--- config.mk ---
export PLATFORM = sky130hd
export DESIGN_NAME = m_hex_display_scan
export DESIGN_NICKNAME = d
export VERILOG_FILES = /design/src/rtl/hex_display_pkg.sv /design/src/rtl/m_hex_decoder.sv /design/src/rtl/m_hex_display_scan.sv
export SDC_FILE = /design/constraint.sdc
export NUM_CORES = 1
export LEC_CHECK = 0
export CORE_MARGIN = 2
export CORE_UTILIZATION = 36
export CTS_CLUSTER_SIZE = 40
export DETAILED_ROUTE_END_ITERATION = 8
export GPL_ROUTABILITY_DRIVEN = 0
export GPL_TIMING_DRIVEN = 1
export PLACE_DENSITY = 0.54
export SLEW_MARGIN = 40
export SYNTH_ARGS = -nofsm -noshare
export SYNTH_HDL_FRONTEND = slang
export SYNTH_SLANG_ARGS = --single-unit
--- constraint.sdc ---
create_clock -name i_clk -period 3.1 [get_ports i_clk]
set_input_delay 0.62 -clock i_clk [delete_from_list [all_inputs] [get_ports i_clk]]
set_output_delay 0.62 -clock i_clk [all_outputs]
set_load 0.01 [all_outputs]
--- src/rtl/hex_display_pkg.sv ---
// Purpose: shared constants, the display word payload and helpers for the
//          time-multiplexed hex display driver.
//   SEG_OFF       all segments dark (active low)
//   SEG_TABLE     16-entry hex -> {dp,g,f,e,d,c,b,a} active-low pattern, dp off
//   hex_word_t    display word: nibbles, dp mask, blank mask (sized for 8 digits)
//   f_lead_mask   leading-zero blank mask of a display value (digit 0 never set)
package hex_display_pkg;

    localparam int unsigned MAX_DIGITS = 8;
    localparam int unsigned SEL_W      = 3;

    localparam logic [7:0] SEG_OFF = 8'hFF;

    // Element i holds the pattern for nibble value i.
    localparam logic [15:0][7:0] SEG_TABLE = {
        8'h8E, 8'h86, 8'hA1, 8'hA7, 8'h83, 8'h88, 8'h90, 8'h80,
        8'hF8, 8'h82, 8'h92, 8'h99, 8'hB0, 8'hA4, 8'hF9, 8'hC0
    };

    typedef struct packed {
        logic [4*MAX_DIGITS-1:0] value;
        logic [MAX_DIGITS-1:0]   dp;
        logic [MAX_DIGITS-1:0]   blank;
    } hex_word_t;

    // 1 marks digits above the highest non-zero nibble.
    function automatic logic [MAX_DIGITS-1:0] f_lead_mask(input logic [4*MAX_DIGITS-1:0] value);
        logic [MAX_DIGITS-1:0] mask;
        logic                  seen;
        mask = '0;
        seen = 1'b0;
        for (int i = MAX_DIGITS - 1; i >= 1; i--) begin
            if (value[4*i +: 4] != 4'h0) seen = 1'b1;
            if (!seen) mask[i] = 1'b1;
        end
        return mask;
    endfunction

endpackage

--- src/rtl/m_hex_decoder.sv ---
// Purpose: hex nibble to active-low seven-segment pattern (dp bit left off).
//   i_nibble   in  4  hex digit
//   o_seg_n_c  out 8  {dp,g,f,e,d,c,b,a}, active low, combinational
module m_hex_decoder
    import hex_display_pkg::*;
(
    input  logic [3:0] i_nibble,
    output logic [7:0] o_seg_n_c
);

    assign o_seg_n_c = SEG_TABLE[i_nibble];

endmodule

--- src/rtl/m_hex_display_scan.sv ---
// Purpose: time-multiplexed N-digit hex driver for common-anode displays.
//   Holds a committed display word, scans one digit per slot, and commits a
//   pending word only at the frame wrap so a frame is never torn.
// Ports:
//   i_clk, i_rst       clock, asynchronous active-high reset
//   i_load             strobe capturing value/dp/blank as pending
//   i_value            4*N_DIGITS hex nibbles, digit 0 in [3:0]
//   i_dp_mask          per-digit decimal point
//   i_blank_mask       per-digit forced dark
//   i_enable           0 darkens outputs, scanning continues
//   o_seg_n            {dp,g,f,e,d,c,b,a}, active low, registered
//   o_an_n             one-hot-low anode select, registered
//   o_pending          load captured but not yet committed
//   o_frame_start      pulse in the cycle the scan wraps to digit 0
// Configuration: LEADING_ZERO_BLANK_EN darkens digits above the highest
//   non-zero nibble (digit 0 always shown, dp still honoured).
module m_hex_display_scan
    import hex_display_pkg::*;
#(
    parameter int unsigned N_DIGITS  = 4,
    parameter int unsigned SCAN_DIV  = 100000,
    parameter int unsigned BLANK_CYC = 16
) (
    input  logic                    i_clk,
    input  logic                    i_rst,
    input  logic                    i_load,
    input  logic [4*N_DIGITS-1:0]   i_value,
    input  logic [N_DIGITS-1:0]     i_dp_mask,
    input  logic [N_DIGITS-1:0]     i_blank_mask,
    input  logic                    i_enable,
    output logic [7:0]              o_seg_n,
    output logic [N_DIGITS-1:0]     o_an_n,
    output logic                    o_pending,
    output logic                    o_frame_start
);

    localparam int unsigned PRE_W = (SCAN_DIV > 1) ? $clog2(SCAN_DIV) : 1;
    localparam int unsigned IDX_W = (N_DIGITS > 1) ? $clog2(N_DIGITS) : 1;

    logic [PRE_W-1:0]    r_pre;
    logic [IDX_W-1:0]    r_idx;
    hex_word_t           r_pend_word;
    hex_word_t           r_commit_word;
    logic                r_pending;
    logic                r_frame_start;
    logic [7:0]          r_seg_n;
    logic [N_DIGITS-1:0] r_an_n;

    logic                w_tc;
    logic                w_wrap;
    logic [3:0]          w_nibble;
    logic [7:0]          w_pat_n;
    logic                w_dp;
    logic                w_blank;
    logic                w_lead;
    logic                w_dark;
    logic [MAX_DIGITS-1:0] w_lead_mask;
    logic [7:0]          w_seg_d;
    logic [N_DIGITS-1:0] w_an_d;

    assign w_tc   = (r_pre == PRE_W'(SCAN_DIV - 1));
    assign w_wrap = w_tc && (r_idx == IDX_W'(N_DIGITS - 1));

    // Prescaler and digit index.
    always_ff @(posedge i_clk or posedge i_rst) begin
        if (i_rst) begin
            r_pre         <= '0;
            r_idx         <= '0;
            r_frame_start <= 1'b0;
        end else begin
            r_frame_start <= w_wrap;
            if (w_tc) begin
                r_pre <= '0;
                r_idx <= w_wrap ? '0 : r_idx + IDX_W'(1);
            end else begin
                r_pre <= r_pre + PRE_W'(1);
            end
        end
    end

    // Pending/committed words: a load coinciding with the wrap stays pending,
    // the commit takes the older pending word.
    always_ff @(posedge i_clk or posedge i_rst) begin
        if (i_rst) begin
            r_pend_word   <= '0;
            r_commit_word <= '0;
            r_pending     <= 1'b0;
        end else begin
            if (w_wrap && r_pending) r_commit_word <= r_pend_word;
            if (i_load) begin
                r_pend_word <= '{value: 32'(i_value),
                                 dp:    8'(i_dp_mask),
                                 blank: 8'(i_blank_mask)};
                r_pending   <= 1'b1;
            end else if (w_wrap) begin
                r_pending   <= 1'b0;
            end
        end
    end

    // Single decoder fed by the currently scanned committed nibble.
    assign w_nibble = 4'(r_commit_word.value >> {r_idx, 2'b00});

    m_hex_decoder u_decoder (
        .i_nibble  (w_nibble),
        .o_seg_n_c (w_pat_n)
    );

    assign w_dp        = r_commit_word.dp[SEL_W'(r_idx)];
    assign w_blank     = r_commit_word.blank[SEL_W'(r_idx)];
    assign w_lead_mask = f_lead_mask(r_commit_word.value);

`ifdef LEADING_ZERO_BLANK_EN
    assign w_lead = w_lead_mask[SEL_W'(r_idx)];
`else
    assign w_lead = 1'b0 & w_lead_mask[SEL_W'(r_idx)];
`endif

    assign w_dark = (32'(r_pre) < BLANK_CYC) || !i_enable;

    // Next output values.
    always_comb begin
        w_seg_d = SEG_OFF;
        w_an_d  = '1;
        if (!w_dark) begin
            w_an_d = ~(N_DIGITS'(1) << r_idx);
            if (w_blank)     w_seg_d = SEG_OFF;
            else if (w_lead) w_seg_d = {~w_dp, 7'h7F};
            else             w_seg_d = {~w_dp, w_pat_n[6:0]};
        end
    end

    // Output register.
    always_ff @(posedge i_clk or posedge i_rst) begin
        if (i_rst) begin
            r_seg_n <= SEG_OFF;
            r_an_n  <= '1;
        end else begin
            r_seg_n <= w_seg_d;
            r_an_n  <= w_an_d;
        end
    end

    assign o_seg_n       = r_seg_n;
    assign o_an_n        = r_an_n;
    assign o_pending     = r_pending;
    assign o_frame_start = r_frame_start;

endmodule

# == Yosys cells after proc, flatten, opt, wreduce, memory -nomap -nowiden ==
# Memories as Yosys holds them, arrays and structs flattened.
# Index checks and enable logic that the tools add are counted.
# word_totals
mem_count,1
regBits,81
romBits,128
# memory_table
name,words,width,read_ports,rd_clocked_by_memory_dff,wr,line,rtl
(name not given),16,8,1,0,0,m_hex_decoder.sv:11,assign o_seg_n_c = SEG_TABLE[i_nibble];
# classes
reduce_logical,5
muxes,12
n_eq_ne,2
order_cmp,3
bitwise_logic,2
shift,2
addsub,2
# op_table
op,n
"17-bit by 1-bit adder with 17-bit output, second input constant",1
"17-bit == test, second input constant",1
"17-bit by 5-bit less-than comparator with 1-bit output, second input constant",1
17-bit two-way mux,1
8-bit two-way mux,2
16-bit by 4-bit >> shifter with 4-bit output,1
7-bit two-way mux,1
"4-bit by 5-bit less-than comparator with 1-bit output, second input constant",1
1-bit binary-select mux with 2-bit select,2
"2-bit by 4-bit less-than comparator with 1-bit output, second input constant",1
1-bit two-way mux,4
4-bit two-way mux,1
4-bit NOT,1
"1-bit by 2-bit << shifter with 4-bit output, first input constant",1
"2-bit by 1-bit adder with 2-bit output, second input constant",1
"2-bit == test, second input constant",1
1-bit logical AND,2
2-bit two-way mux,1
2-bit nonzero test,1
1-bit zero test,1
1-bit logical OR,1
1-bit NOT,1

# == Longest topological paths before layout ==
# logic_depth
word_depth,5
depth_mapped,8
ltp_nobuf,7

# == By module ==
# From an unflattened synthesis, not the netlist that was laid out.
# hier_totals
cells_unflattened,266
hier_area_um2,3689.8
# modules_own_cells
module,cells_per_inst,area_per_inst_um2,n_inst
m_hex_display_scan,234,3435.8,1
m_hex_decoder,32,254.0,1

# == Worst setup path after synthesis ==
# Ideal clock, no wire load.
# synth_timing
path_kind,register -> register
start,reg r_idx[0]
end,"reg r_seg_n[0], in the netlist o_seg_n[0]"
arrival_ns,1.918
required_ns,3.018
n_path_buf,1
path_slack_ns,1.100
path_stages_with_launch,6
period_less_slack_ns,2.000
setup_ns,0.082
cell_sequence,dfrtp_1 buf_6 mux4_2 ha_1 mux4_2 nand2b_4
# synth_via
elab_chain_len,5
word_cells_on_any_way,7
cone_classes,1 x shift; 5 x mux; 1 x memory
# synth_rtl
element,line,rtl
start: declaration,m_hex_display_scan.sv:41,logic [IDX_W-1:0] r_idx;
start signal: assignment,m_hex_display_scan.sv:74,r_idx <= w_wrap ? '0 : r_idx + IDX_W'(1);
16-bit by 4-bit >> shifter with 4-bit output,m_hex_display_scan.sv:102,"assign w_nibble = 4'(r_commit_word.value >> {r_idx, 2'b00});"
memory 16 x 8 bit,n/a,
7-bit two-way mux (implied by the code),m_hex_decoder.sv:11,
8-bit two-way mux (*),m_hex_display_scan.sv:127,if (w_blank) w_seg_d = SEG_OFF;
8-bit two-way mux (*),m_hex_display_scan.sv:125,if (!w_dark) begin
via w_seg_d[0],m_hex_display_scan.sv:58,logic [7:0] w_seg_d;
end signal: assignment,m_hex_display_scan.sv:139,r_seg_n <= w_seg_d;
end: declaration,m_hex_display_scan.sv:46,logic [7:0] r_seg_n;
# Mark *: on every way through the listed nets, which the timed path passes. The rest lies on a longest branch. The select of a mux whose other input is x is not followed.
# A chain may end at the register's enable or synchronous reset.

# == Final worst setup path ==
# layout_timing
start,reg r_pre[0]
end,reg r_commit_word[10] (netlist bit)
# layout_via
elab_chain_len,3
# layout_rtl
element,line,rtl
start: declaration,m_hex_display_scan.sv:40,logic [PRE_W-1:0] r_pre;
start signal: assignment,m_hex_display_scan.sv:76,r_pre <= r_pre + PRE_W'(1);
17-bit == test,m_hex_display_scan.sv:61,assign w_tc = (r_pre == PRE_W'(SCAN_DIV - 1));
1-bit logical AND,m_hex_display_scan.sv:62,assign w_wrap = w_tc && (r_idx == IDX_W'(N_DIGITS - 1));
1-bit logical AND,m_hex_display_scan.sv:89,if (w_wrap && r_pending) r_commit_word <= r_pend_word;
end signal: assignment,m_hex_display_scan.sv:89,
end: declaration,m_hex_display_scan.sv:43,hex_word_t r_commit_word;
# Every way passes these cells.

==> results.json <==
{
  "syn_nets": 304,
  "busiest_layer": "met1",
  "fin_area_sq_um": 4461,
  "synthCells": 265,
  "grt.total_usage": 0.1258,
  "antenna_left": 0,
  "finalHoldViolations": 0,
  "area_delta_synth_final_pct": 20.72,
  "synth-edff-count": 0,
  "drt-pass1-iter-count": 4,
  "cts_setup_buffers": 0,
  "cts_buffer_depth": 2,
  "maxCapViolations": 0,
  "post-place-ws_ns": 0.7319,
  "hold_start": "r_pre[0]",
  "vias_per_cell": 4.839,
  "maxSlewHeadroom": 0.5375,
  "arrival_ns": 2.53,
  "dieHeight_microns": 105.3,
  "cts_buffers": 9,
  "yosysMostFrequentCell": "dfrtp_1",
  "rr_worst_depth": 5,
  "synth_top_family_by_area": "multiplexers",
  "synthAdderAreaFrac": 0.03725,
  "synth_largest_area_cell": "dfrtp_1",
  "reg2reg_from": "r_pre[0]",
  "synth_compound_area_frac": 0.03014,
  "synth_cell_types": 42,
  "synth_commonest_cells": "69 x dfrtp_1, 30 x mux2_2, 20 x mux2_4",
  "cts_hold_buf": 0,
  "yosys.area_share.simple": 0.1013,
  "grt_pass1_wl_microns": 11120,
  "grt_pass1_vias": 2232,
  "hold_path.class": "reg -> reg",
  "p_leak_nw": 1.949,
  "finalSetupViolCount": 0,
  "placed_area_sq_um": 4234,
  "worst_pin_slew_ns": 0.6900,
  "numClockSinks": 81,
  "start_util": 0.3746,
  "cts-root-buf": "clkbuf_8",
  "synthMuxAreaShare": 0.2208,
  "grt_use_met2": 0.1774,
  "power_density_nw_per_um2": 469.7,
  "rsz0062_at_grt": "false",
  "grt-ovfl-total": 0,
  "synth_area_leaders": "dfrtp_1 47%, mux2_2 9.1%, dfstp_2 8.5%",
  "synthFlopType": "dfrtp_1",
  "post-route-drc-count": 0,
  "end_kind": "register",
  "yosysWarnings": 0,
  "ys_seq_area_frac": 0.5527,
  "synth.ff_latch_count": 81,
  "crit_type": "reg -> reg",
  "period_minus_slack_ns": 2.295,
  "hold_depth": 1,
  "rr_endpoint": "r_commit_word[10]",
  "async_reset_ff_frac": 1.000,
  "post_cts_resized": 0,
  "io-pin-count": 42,
  "grt_max_degree": 56,
  "cts_tree": "done",
  "hold_path_end": "r_pre[0]",
  "fin_crit_sh": 0.7402,
  "grt_use_met1": 0.1847,
  "max_clock_freq_ghz": 0.4358,
  "report.final.slew_viol_count": 0,
  "htree_num_levels": 3,
  "fin_tns_setup_ns": 0,
  "num_vias": 2158,
  "antenna_found_initial": 0,
  "layout.nets": 347,
  "layout-drive-gt1-share": 0.3099,
  "synth.top_cell.area_share": 0.4673,
  "syn_avg_cell_area_sq_um": 13.94,
  "drtIter0Drc": 63,
  "yosys.area_share.xor_xnor": 0.03082,
  "crit_path_start_kind": "register",
  "worstPathRequired_ns": 3.33,
  "core_region_area_sq_um": 9864,
  "clkTransAtPathRegs_ns": 0.08,
  "n_antenna_cell": 0,
  "clock_latency_ns": 0.35,
  "reg2reg_slack_ns": 0.81,
  "fp-row-count": 36,
  "syn-cell-area_sq_um": 3695,
  "wirelength_microns": 6319,
  "grtUsageMet3": 0.02597,
  "wl_per_cell_microns": 14.17,
  "io_buffer_count": 41,
  "fp.dieW_microns": 105.3,
  "dpl.hpwl_microns": 4426,
  "fin_ws_ns": 0.8054,
  "finalClockSkew_ns": 0.009673,
  "dieArea_sq_um": 11090,
  "path_max_fanout": 24,
  "status": "finished clean",
  "ir_drop_v": 0.0002167
}
## worst max-delay path, stage by stage, from the launching register on
cell and delay (ns):
dfrtp_1 0.39, ha_1 0.26, nand4_2 0.27, nor3_4 0.27, nand4_4 0.50, mux2_4 0.47
## registers in the layout, summed over array words and instances, names as in the netlist
name / cells
r_idx: 2
r_pre: 17
o_an_n: 4
o_seg_n: 8
o_frame_start: 1
r_commit_word: 24
o_pending: 1
r_pend_word: 24
## cells by family after synthesis
group / after synthesis
DFF: 81
and+or+nand+nor: 64
muxes: 59
buffers and inverters: 20
AOI/OAI and AO/OA: 17
xor gates and xnor gates: 13
adders and majority gates: 11
## routing by layer
| metal | part of all wire | wire (microns) | up-vias |
|---|---|---|---|
| met5 | 0 | 0 | - |
| met4 | 0.020 | 127 | 0 |
| met3 | 0.035 | 223 | 12 |
| met2 | 0.43 | 2699 | 48 |
| met1 | 0.52 | 3269 | 1070 |
| li1 | - | - | 1028 |
## layout make-up
cell class | instances | area [sq um]
timing repair buffer | 43 | 437.9
clock buffer | 9 | 123.9
sequential | 81 | 2042
fill | 896 | 5404
tap | 133 | 166.4
inverter | 9 | 35.03
multi-input combinational | 164 | 1553
clock inverter | 7 | 102.6
## power breakdown
part           switching, mW  internal (mW)  total [mW]
registers             0.0189           1.10        1.11
clock network          0.403          0.462       0.865
logic                 0.0445         0.0716       0.116
total                  0.466           1.63        2.10
## worst max path at each step
stage             start           endpoint  slack (ns)  cells past startpoint
3_3_place_gp   i_enable         o_seg_n[5]        0.79                      5
6_report       r_pre[0]  r_commit_word[10]        0.81                      5
4_1_cts        r_pre[0]  r_commit_word[26]        0.77                      5
3_5_place_dp   i_enable         o_seg_n[5]        0.73                      5
5_1_grt        r_pre[0]  r_commit_word[26]        0.61                      5
2_1_floorplan     i_rst      o_frame_start        0.42                      1
## metrics by stage
step / utilization / power (mW) / hold WS [ns] / std cells
2_1_floorplan: - / 1.190 / 0.4549 / 265
3_3_place_gp: 0.4292 / 1.254 / 0.4690 / 430
3_5_place_dp: 0.4292 / 1.257 / 0.4861 / 430
4_1_cts: 0.4522 / 2.128 / 0.4976 / 446
5_1_grt: 0.4522 / 2.191 / 0.5229 / 446
6_report: 0.4522 / 2.095 / 0.4908 / 446
## layout by cell type, fill, tap and decap left out, drive strengths merged, types with 3 or more instances in the layout
cell type and count:
xor2 6, nor4 3, nand4 6, clkbuf 9
nor3 6, dfstp 12, inv 10, clkdlybuf4s50 41
and4 3, mux4 7, o21ai 7, xnor2 7
mux2 50, o211ai 3, nor2 11, nand2b 3
nand3 11, clkinv 3, ha 11, dfrtp 69
nand2 15
Note: power is estimated with default switching activity, not from simulation.
